## src/rtl/axis_fifo_pkg.sv

```systemverilog
// Shared helpers and reset-state constants for the single-clock AXI4-Stream FIFO.
package axis_fifo_pkg;

  function automatic int fifo_depth(input int addr_wdth);
    return 1 << addr_wdth;
  endfunction

  localparam logic RST_S_TREADY    = 1'b0;
  localparam logic RST_M_TVALID    = 1'b0;
  localparam logic RST_ALMOST_FULL = 1'b0;
  localparam logic RST_ALMOST_EMPT = 1'b1;

endpackage

```

## src/rtl/axis_fifo_sdpram.sv

```systemverilog
// Simple dual-port RAM: one write port, one registered read port.
// Only the read register is reset; the storage array is not.
module axis_fifo_sdpram #(
  parameter int ADDR_WDTH = 4,
  parameter int WDTH      = 9
) (
  input  logic                 clk,
  input  logic                 rst_n,
  input  logic                 we,
  input  logic [ADDR_WDTH-1:0] waddr,
  input  logic [WDTH-1:0]      wdata,
  input  logic                 re,
  input  logic [ADDR_WDTH-1:0] raddr,
  output logic [WDTH-1:0]      rdata
);
  localparam int DEPTH = 1 << ADDR_WDTH;

  logic [WDTH-1:0] mem [0:DEPTH-1];

  always_ff @(posedge clk) begin
    if (we) mem[waddr] <= wdata;
  end

  always_ff @(posedge clk) begin
    if (!rst_n)  rdata <= '0;
    else if (re) rdata <= mem[raddr];
  end
endmodule

```

## src/rtl/axis_sync_fifo_ctrl.sv

```systemverilog
// Single-clock AXI4-Stream FIFO with tlast, registered fill level and almost flags.
// Define AXIS_FIFO_PKT_MODE_EN for store-and-forward (packet) mode.
module axis_sync_fifo_ctrl
  import axis_fifo_pkg::*;
#(
  parameter int ADDR_WDTH     = 4,
  parameter int DATA_WDTH     = 8,
  parameter int AFULL_THRESH  = (1 << ADDR_WDTH) - 2,
  parameter int AEMPTY_THRESH = 2
) (
  input  logic                 axis_clk,
  input  logic                 axis_aresetn,
  input  logic [DATA_WDTH-1:0] s_axis_tdata,
  input  logic                 s_axis_tvalid,
  input  logic                 s_axis_tlast,
  output logic                 s_axis_tready,
  output logic [DATA_WDTH-1:0] m_axis_tdata,
  output logic                 m_axis_tvalid,
  output logic                 m_axis_tlast,
  input  logic                 m_axis_tready,
  output logic [ADDR_WDTH:0]   fill_level,
  output logic                 almost_full,
  output logic                 almost_empty
);
  localparam int DEPTH = fifo_depth(ADDR_WDTH);
  typedef logic [ADDR_WDTH:0] ptr_t;
  localparam ptr_t DEPTH_P  = ptr_t'(DEPTH);
  localparam ptr_t AFULL_P  = ptr_t'(AFULL_THRESH);
  localparam ptr_t AEMPTY_P = ptr_t'(AEMPTY_THRESH);

  ptr_t wr_ptr, rd_ptr, fill_next;
  logic wr, rd, load, ram_has, pkt_ok;
  logic [DATA_WDTH:0] rdata;

  assign wr      = s_axis_tvalid & s_axis_tready;
  assign rd      = m_axis_tvalid & m_axis_tready;
  assign ram_has = (wr_ptr != rd_ptr);
  // The RAM read register is the output stage, so a load is a RAM read.
  assign load    = ram_has & pkt_ok & (~m_axis_tvalid | m_axis_tready);

`ifdef AXIS_FIFO_PKT_MODE_EN
  ptr_t pkt_cnt;
  logic full;

  assign full   = (fill_level == DEPTH_P);
  // Full escape lets a packet longer than the FIFO drain in cut-through.
  assign pkt_ok = (pkt_cnt != '0) | full;

  always_ff @(posedge axis_clk) begin
    if (!axis_aresetn) pkt_cnt <= '0;
    else if ((wr & s_axis_tlast) & ~(rd & m_axis_tlast)) pkt_cnt <= pkt_cnt + ptr_t'(1);
    else if (~(wr & s_axis_tlast) & (rd & m_axis_tlast)) pkt_cnt <= pkt_cnt - ptr_t'(1);
  end
`else
  assign pkt_ok = 1'b1;
`endif

  always_comb begin
    fill_next = fill_level;
    if (wr & ~rd)      fill_next = fill_level + ptr_t'(1);
    else if (rd & ~wr) fill_next = fill_level - ptr_t'(1);
  end

  always_ff @(posedge axis_clk) begin
    if (!axis_aresetn) begin
      wr_ptr        <= '0;
      rd_ptr        <= '0;
      fill_level    <= '0;
      s_axis_tready <= RST_S_TREADY;
      m_axis_tvalid <= RST_M_TVALID;
      almost_full   <= RST_ALMOST_FULL;
      almost_empty  <= RST_ALMOST_EMPT;
    end else begin
      if (wr)   wr_ptr <= wr_ptr + ptr_t'(1);
      if (load) rd_ptr <= rd_ptr + ptr_t'(1);
      fill_level    <= fill_next;
      s_axis_tready <= (fill_next < DEPTH_P);
      almost_full   <= (fill_next >= AFULL_P);
      almost_empty  <= (fill_next <= AEMPTY_P);
      if (load)    m_axis_tvalid <= 1'b1;
      else if (rd) m_axis_tvalid <= 1'b0;
    end
  end

  axis_fifo_sdpram #(
    .ADDR_WDTH (ADDR_WDTH),
    .WDTH      (DATA_WDTH + 1)
  ) u_ram (
    .clk   (axis_clk),
    .rst_n (axis_aresetn),
    .we    (wr),
    .waddr (wr_ptr[ADDR_WDTH-1:0]),
    .wdata ({s_axis_tlast, s_axis_tdata}),
    .re    (load),
    .raddr (rd_ptr[ADDR_WDTH-1:0]),
    .rdata (rdata)
  );

  assign {m_axis_tlast, m_axis_tdata} = rdata;
endmodule

```

## config.mk

```make
export PLATFORM = sky130hd
export DESIGN_NAME = axis_sync_fifo_ctrl
export DESIGN_NICKNAME = d
export VERILOG_FILES = /design/src/rtl/axis_fifo_pkg.sv /design/src/rtl/axis_fifo_sdpram.sv /design/src/rtl/axis_sync_fifo_ctrl.sv
export SDC_FILE = /design/constraint.sdc
export NUM_CORES = 1
export LEC_CHECK = 0
export CAP_MARGIN = 40
export CORE_ASPECT_RATIO = 0.75
export CORE_MARGIN = 2
export CORE_UTILIZATION = 67
export CTS_BUF_LIST = sky130_fd_sc_hd__clkbuf_2 sky130_fd_sc_hd__clkbuf_4 sky130_fd_sc_hd__clkbuf_8
export DETAILED_ROUTE_END_ITERATION = 10
export PLACE_DENSITY = 0.9
export RECOVER_POWER = 25
export SYNTH_ARGS = -nofsm -noshare
export SYNTH_HDL_FRONTEND = slang
export SYNTH_HIERARCHICAL = 1
export SYNTH_SLANG_ARGS = --single-unit
```

## constraint.sdc

```tcl
create_clock -name axis_clk -period 3.6 [get_ports axis_clk]
set_clock_uncertainty 0.1 [all_clocks]
set_input_delay 0.72 -clock axis_clk [delete_from_list [all_inputs] [get_ports axis_clk]]
set_output_delay 0.72 -clock axis_clk [all_outputs]
set_load 0.03 [all_outputs]
```

* After elaboration in Yosys (flattened, before gate mapping)
Memories as Yosys holds them, arrays and structs flattened. A register that Yosys moved wholly into a read port is not among the register bits.
Cells that the tools add are included.
Widths: inputs -> output; s select.
** Word-level totals
- Input port bits :: 13
- Output and inout port bits :: 18
- Flip-flop bits (word level) :: 19
- RAM bits :: 144
- Memories :: 1
- Logic and storage cells :: 33
** Cells by class
- Reductions and logical operators :: 2
- Equality and inequality tests :: 1
- Bitwise logic cells :: 9
- Add/sub/neg operators :: 4
- Mux-type cells :: 6
- Order comparisons :: 3
** Memories
- u_ram.mem :: words 16, width 9, read ports 1, clocked after memory_dff 1, wr ports 1, RTL line axis_fifo_sdpram.sv:18 : logic [WDTH-1:0] mem [0:DEPTH-1];
** Operators by type and width (number)
- $add 5x1->5 const B :: 3
- $mux 5 :: 2
- $and 1x1->1 :: 5
- $ge 5x4->1 const B :: 1
- $le 5x2->1 const B :: 1
- $lt 5x5->1 const B :: 1
- $ne 5x5->1 :: 1
- $sub 5x1->5 const B :: 1
- $mux 1 :: 4
- $not 1->1 :: 3
- $reduce_bool 2->1 :: 1
- $logic_not 1->1 :: 1
- $or 1x1->1 :: 1

* Depth between registers and ports, before layout
Gate-level depths: netlist of run 1.
- Depth in word-level cells :: 6
- Mapped depth :: 7
- Depth with buffers taken out :: 7

* By module
Netlist of run 1, hierarchy kept.
** Modules (own cells, without submodules)
- axis_fifo_sdpram :: times used 1, area each 6019.5 µm², cells each 353, seq. area each 4504.3 µm²
- axis_sync_fifo_ctrl :: times used 1, area each 1004.7 µm², cells each 104, seq. area each 380.4 µm²

* Least setup slack after synthesis of run 1
Ideal clock, no wire load.
- Path type :: input to register
- Start :: input s_axis_tvalid
- End :: memory u_ram.mem[0][0], enable pin
- Slack :: 1.093 ns
- Arrival time :: 2.020 ns
- Data required time :: 3.113 ns
- Stages :: 4
- Path buffers :: 0
- Library setup time :: 0.387 ns
- Path through :: nand2_2 clkinv_4 or3b_1 nor3_1
** Between the ends
- Longest elaborated chain between the ends :: 3
** Ends and longest elaborated chain
- from (decl) :: RTL line axis_sync_fifo_ctrl.sv:14 : input logic s_axis_tvalid,
- $and 1x1->1 :: RTL line axis_sync_fifo_ctrl.sv:35 : assign wr = s_axis_tvalid & s_axis_tready;
- named net wr :: RTL line axis_sync_fifo_ctrl.sv:32 : logic wr, rd, load, ram_has, pkt_ok;
- $mux 1 :: RTL line axis_fifo_sdpram.sv:21 : if (we) mem[waddr] <= wdata;
- $mux 1 (implied by the code) :: RTL line axis_fifo_sdpram.sv:21
- to (decl) :: RTL line axis_fifo_sdpram.sv:18
The timed path passes the listed nets, and every way through them passes these cells.

* Worst setup path after layout of run 1
- Start :: input s_axis_tvalid
- End :: memory u_ram.mem[1][1], enable pin
Same word-level chain as after synthesis.

==> impl_metrics.json, run 1 <==
{
  "dp_cells": 622,
  "power_density_nw_per_um2": 597,
  "initial_utilization": 0.685,
  "num_vias": 4030,
  "seq_power_share": 0.501,
  "slew_violations": 0,
  "port_buffers": 30,
  "place_area_um2": 7440,
  "ys.flop_type": "edfxtp_1",
  "p_clk_frac": 0.319,
  "synth_top_family_by_area": "multiplexers",
  "totalWireLength_um": 14200,
  "async_flop_share": 0,
  "crit_fanout": 11,
  "end_kind": "flop",
  "cts_sinks": 172,
  "yosys-top-cells-count": "edfxtp_1, mux2i_1, nand3_1, nand2_1, dfxtp_1",
  "internal_power_mw": 3.45,
  "grt_pass1_vias": 4060,
  "hpwlAfterDp_um": 8960,
  "first_iter_violations": 441,
  "grt_use_total": 0.265,
  "tightest_slew_ns": 0.891,
  "rsz0062_at_grt": "false",
  "synth.most_common_cell": "edfxtp_1",
  "die_area_um2": 11300,
  "final_cell_area_um2": 7900,
  "fillers": 604,
  "synth_fa_ha_area_frac": 0.00713,
  "min_path_cells": 2,
  "required_ns": 3.56,
  "ant_nets": 0,
  "cts_resized": 0,
  "nets": 522,
  "crit_type": "input pin to flop",
  "syn_nets": 474,
  "worstSetupStartpointType": "input pin",
  "yosys_warnings": 6,
  "num_rows": 32,
  "fin_tns_setup_ns": 0,
  "path_clk_slew_ns": 0.08,
  "cts_tree": "done",
  "io_pins": 31,
  "vias_per_cell": 6.16,
  "synth.area.mux_share": 0.107,
  "syn-instance-count": 457,
  "r2r_end": "u_ram/mem[1][1]$_DFFE_PP_",
  "die_h_um": 92.7,
  "period_minus_slack_ns": 2.84,
  "cellLeakagePower_nw": 2.57,
  "synth_area_leaders": "edfxtp_1, mux2i_1, dfxtp_1",
  "max-vdd-ir-drop_v": 0.000319,
  "drive_above_1_share": 0.118,
  "final.period_utilization": 0.788,
  "synth_top_cell_area_share": 0.616,
  "grt_pass1_wl_um": 21400,
  "finalHoldViolations": 0,
  "setup_viol": 0,
  "antenna_cells": 0,
  "min_path_type": "flop to flop",
  "cts-root-buf": "clkbuf_8",
  "arrival_ns": 2.80,
  "clkLatencyLatePin_ns": 0.44,
  "drc": 0,
  "antenna_found_initial": 0,
  "place_congestion": 0.905,
  "wl_per_cell_um": 21.6,
  "synth-seq-area-share": 0.695,
  "min_to": "u_ram/rdata[8]$_SDFFE_PN0P_",
  "synth_edf_count": 144,
  "core_area_um2": 10200,
  "grt_max_degree": 29,
  "r2r_slack_ns": 1.13,
  "synth_compound_area_frac": 0.0574,
  "synthDistinctLibCells": 46,
  "dr.pass1.iters": 5,
  "yosys.area_share.xor_xnor": 0.0175,
  "power.switching_mw": 1.27,
  "final-seq-area_um2": 4890,
  "cap_violations": 0,
  "slew_headroom": 0.404,
  "cts_max_path_buffers": 2,
  "h-tree-depth": 4,
  "total_power_mw": 4.72,
  "ys_ff_latch": 172,
  "swShare": 0.269,
  "r2r_start": "s_axis_tready$_SDFF_PN0_",
  "die_w_um": 122,
  "worstRegToRegCells": 4,
  "cts-buffers-inserted": 17,
  "syn_avg_cell_area_um2": 15.4,
  "p_comb_frac": 0.180,
  "area_delta_synth_final_pct": 12.5,
  "cts_hold_buf": 0,
  "max_freq_ghz": 0.352,
  "grt_remaining_overflow": 0,
  "synthSimpleGateAreaFrac": 0.0866,
  "cts_setup_buffers": 0,
  "stdcell_count": 654,
  "synthDominantAreaCellType": "edfxtp_1",
  "whs_ns": 0.367,
  "status": "complete, no violations",
  "multi_input_area_um2": 1930,
  "min_from": "u_ram/rdata[8]$_SDFFE_PN0P_",
  "netlist_area_um2": 7020
}
-- power by group through the flow --
stage / registers [mW] / clock network [mW] / logic, mW
after detailed placement: 2.41 / 0 / 0.841
final: 2.36 / 1.50 / 0.850
after CTS: 2.36 / 1.52 / 0.849
after global routing: 2.38 / 1.60 / 0.900
after floorplan: 2.53 / 0 / 0.390
after global placement: 2.40 / 0 / 0.813
-- registers in the layout, summed over array words and instances, names as in the netlist --
signal         flops
rd_ptr             5
almost_full        1
wr_ptr             5
s_axis_tready      1
almost_empty       1
u_ram/rdata        9
m_axis_tvalid      1
u_ram/mem        144
fill_level         5
-- final cells by class --
| class | count | area share |
|---|---|---|
| clock inverters | 12 | 0.0245 |
| multi-input cells | 262 | 0.244 |
| inverters | 5 | 0.00253 |
| flip-flops and latches | 172 | 0.619 |
| clock buffers | 20 | 0.0340 |
| repair buffers | 47 | 0.0542 |
| well taps | 136 | 0.0215 |
-- worst max-delay path, stage by stage --
cell and delay [ns]:
clkdlybuf4s50_1 0.49, nand2_1 0.16, clkinvlp_2 0.33, or3b_1 0.46, nor2_1 0.64
-- cells by family (layout without fill, tap and decap cells) --
| logic type | after synthesis | count (layout) |
|---|---|---|
| AOI/OAI and AO/OA | 52 | 52 |
| and+or+nand+nor | 117 | 117 |
| buffers and inverters | 23 | 84 |
| adders and majority gates | 4 | 4 |
| muxes | 75 | 75 |
| xor gates and xnor gates | 14 | 14 |
| DFF | 172 | 172 |
-- how the worst max path moves through the flow --
stage	from	to	slack [ns]	depth (start not counted)
5_1_grt	s_axis_tvalid	u_ram/mem[1][1]$_DFFE_PP_	0.64	5
6_report	s_axis_tvalid	u_ram/mem[1][1]$_DFFE_PP_	0.76	5
2_1_floorplan	s_axis_tvalid	u_ram/mem[0][0]$_DFFE_PP_	1.09	4
3_5_place_dp	s_axis_tvalid	u_ram/mem[1][3]$_DFFE_PP_	0.63	5
3_3_place_gp	s_axis_tvalid	u_ram/mem[1][0]$_DFFE_PP_	0.73	5
4_1_cts	s_axis_tvalid	u_ram/mem[1][6]$_DFFE_PP_	1.06	5
-- through the flow --
step | utilization | setup slack, ns
after global placement | 0.726 | 0.734
after CTS | 0.771 | 1.06
after floorplan | - | 1.09
after global routing | 0.771 | 0.639
final | 0.771 | 0.762
after detailed placement | 0.726 | 0.630
-- metal layers --
| metal | GRT usage | share of wire | up-vias |
|---|---|---|---|
| met4 | 0.0987 | 0.015 | 0 |
| met1 | 0.363 | 0.42 | 1982 |
| met5 | 0 | 0 | - |
| met3 | 0.0702 | 0.092 | 18 |
| met2 | 0.413 | 0.48 | 198 |
| li1 | - | - | 1832 |
-- cell usage in the layout (no fill, tap or decap), types with 5 or more instances in the layout --
| master | n |
|---|---|
| a21oi_1 | 10 |
| a22oi_1 | 27 |
| and2_1 | 9 |
| buf_4 | 17 |
| bufinv_16 | 5 |
| clkbuf_8 | 19 |
| clkdlybuf4s50_1 | 24 |
| dfxtp_1 | 27 |
| dlygate4sd3_1 | 6 |
| edfxtp_1 | 144 |
| mux2i_1 | 75 |
| nand2_1 | 30 |
| nand3_1 | 30 |
| nor2_1 | 14 |
| nor2b_1 | 6 |
| nor3_1 | 6 |
| xnor2_1 | 6 |
| xor2_1 | 8 |
Power figures use the tool's default switching activity.
==> inputs of run 2 (changes only) <==
- CORE_UTILIZATION: 67 -> 56
- PLACE_DENSITY: 0.9 -> 0.81
- clock period: 3.6 -> 2.4 ns (I/O delays scaled with it)
==> run 2 against run 1 <==
Effect of this change: sequential power rose by 50%; sequential share of layout area decreased by 1.0 points; count of clock-buffer cells in the layout unchanged; global-route usage shrank 4.1 points; critical path type is now flop to output pin; critical endpoint is now fill_level[0]; largest cell class unchanged; highest routed layer unchanged.
==> impl_metrics.json, run 2 (synthesis results as in run 1) <==
{
  "status": "complete, no violations",
  "crit_type": "flop to output pin",
  "cts-root-buf": "clkbuf_8",
  "area_delta_synth_final_pct": 14.4,
  "antenna_found_initial": 0,
  "wl_per_cell_um": 20.1,
  "io_pins": 31,
  "cts_hold_buf": 0,
  "cts_setup_buffers": 0,
  "reg_top3": "u_ram/mem: 144 flops, u_ram/rdata: 9 flops",
  "place_congestion": 0.792,
  "finalHoldViolations": 0,
  "cts_max_path_buffers": 2,
  "final_cell_area_um2": 8040,
  "core_area_um2": 12300,
  "nets": 534,
  "slew_violations": 0,
  "end_kind": "output pin",
  "ant_nets": 0,
  "fin_tns_setup_ns": 0,
  "r2r_slack_ns": 0.44,
  "required_ns": 1.82,
  "slew_headroom": 0.509,
  "largest_register_ffs": 144,
  "min_path_type": "flop to flop",
  "antenna_cells": 0,
  "cp_top_family": "buffers and inverters",
  "cts_resized": 0,
  "max_freq_ghz": 0.446,
  "min_path_cells": 2,
  "grt_pass1_vias": 3998,
  "path_cells": "clkdlybuf4s50_1",
  "arrival_ns": 1.66,
  "totalWireLength_um": 14000,
  "drc": 0,
  "worstRegToRegCells": 8,
  "crit_fanout": 9,
  "cts-buffers-inserted": 17,
  "dp_cells": 664,
  "cap_violations": 0,
  "max_stage_delay_ns": 0.73,
  "final_common_cell": "edfxtp_1",
  "min_from": "u_ram/rdata[6]$_SDFFE_PN0P_",
  "mostFrequentLayoutCells": "edfxtp_1, mux2i_1, nand3_1, nand2_1, buf_4",
  "worstSetupStartpointType": "flop",
  "final_util": 0.656,
  "r2r_start": "wr_ptr[0]$_SDFFE_PN0P_",
  "rsz0062_at_grt": "false",
  "drive_above_1_share": 0.138,
  "num_rows": 35,
  "grt_use_total": 0.224,
  "cts_tree": "done",
  "first_iter_violations": 434,
  "tightest_slew_ns": 0.734,
  "h-tree-depth": 4,
  "max-vdd-ir-drop_v": 0.000515,
  "initial_utilization": 0.573,
  "regMostFlops": "u_ram/mem",
  "die_area_um2": 13500,
  "grt_pass1_wl_um": 21800,
  "setup_viol": 0,
  "place_area_um2": 7580,
  "cts_sinks": 172,
  "dr.pass1.iters": 5,
  "grt_remaining_overflow": 0,
  "die_h_um": 101,
  "stdcell_count": 696,
  "hpwlAfterDp_um": 9040,
  "port_buffers": 30,
  "vias_per_cell": 5.73,
  "min_to": "u_ram/rdata[6]$_SDFFE_PN0P_",
  "period_minus_slack_ns": 2.24,
  "r2r_end": "u_ram/rdata[2]$_SDFFE_PN0P_",
  "worst-path-buf-inv": 1,
  "clkLatencyLatePin_ns": 0.46,
  "critPathSlowestCell": "clkdlybuf4s50_1",
  "cellLeakagePower_nw": 2.64,
  "die_w_um": 133,
  "num_vias": 3989,
  "grt_max_degree": 50,
  "final.period_utilization": 0.934,
  "power_density_nw_per_um2": 879,
  "path_clk_slew_ns": 0.09
}
==> run 2: cell count changes in the layout (fill, tap and decap cells not counted), sizes merged <==
cell and change:
inv +1, clkdlybuf4s50 -1, dlygate4sd3 +1, buf +12, clkinvlp -1
==> run 2: per-layer routing <==
| layer | vias to the layer above | routed length [um] | global-route usage |
|---|---|---|---|
| met5 | - | 0 | 0 |
| met4 | 0 | 191 | 0.0761 |
| met3 | 17 | 1080 | 0.0739 |
| met2 | 146 | 6490 | 0.337 |
| met1 | 1966 | 6250 | 0.311 |
| li1 | 1860 | - | - |
==> run 2: per-stage QoR <==
step / hold WS [ns] / total power, mW / setup WS, ns
after floorplan: 0.358 / 4.38 / 0.0122
after global placement: 0.337 / 4.82 / 0.0992
after detailed placement: 0.353 / 4.87 / 0.0873
after CTS: 0.371 / 7.12 / 0.130
after global routing: 0.377 / 7.34 / 0.0692
final: 0.368 / 7.07 / 0.159
==> run 2: layout make-up <==
cell class	count	area [um^2]
clock buffers	20	256
flip-flops and latches	172	4890
clock inverters	12	196
multi-input cells	262	1930
well taps	166	208
inverters	5	23.8
fillers	863	4220
repair buffers	59	531
==> run 2: worst max path at each step <==
| stage | startpoint | end | slack [ns] | cells after the start |
|---|---|---|---|---|
| floorplan | s_axis_tready$_SDFF_PN0_ | u_ram/mem[0][0]$_DFFE_PP_ | 0.01 | 4 |
| finish | fill_level[0]$_SDFF_PN0_ | fill_level[0] | 0.16 | 1 |
| global route | fill_level[0]$_SDFF_PN0_ | fill_level[0] | 0.07 | 1 |
| detailed placement | s_axis_tvalid | u_ram/mem[0][6]$_DFFE_PP_ | 0.09 | 6 |
| CTS | fill_level[0]$_SDFF_PN0_ | fill_level[0] | 0.13 | 1 |
| global placement | s_axis_tvalid | u_ram/mem[0][8]$_DFFE_PP_ | 0.1 | 6 |
==> run 2: worst register-to-register path, stage by stage (launching register included) <==
cell     delay (ns)
dfxtp_1        0.57
xor2_1         0.19
nor2_1         0.11
a21oi_4        0.25
nand3_1        0.12
buf_4          0.20
a21oi_1        0.15
nand3_1        0.11
nand3_1        0.10
==> run 2: where the power goes <==
| group | internal [mW] | total, mW | leakage, nW | switching [mW] |
|---|---|---|---|---|
| logic | 0.501 | 1.28 | 0.886 | 0.775 |
| clock network | 1.27 | 2.27 | 0.225 | 0.995 |
| registers | 3.39 | 3.53 | 1.53 | 0.138 |
==> inputs of run 3 (changes only) <==
- CTS_CLUSTER_SIZE: not set -> 8
==> results of run 3 <==
Same layout as run 2: the final DEF is identical, and so are final timing and power.
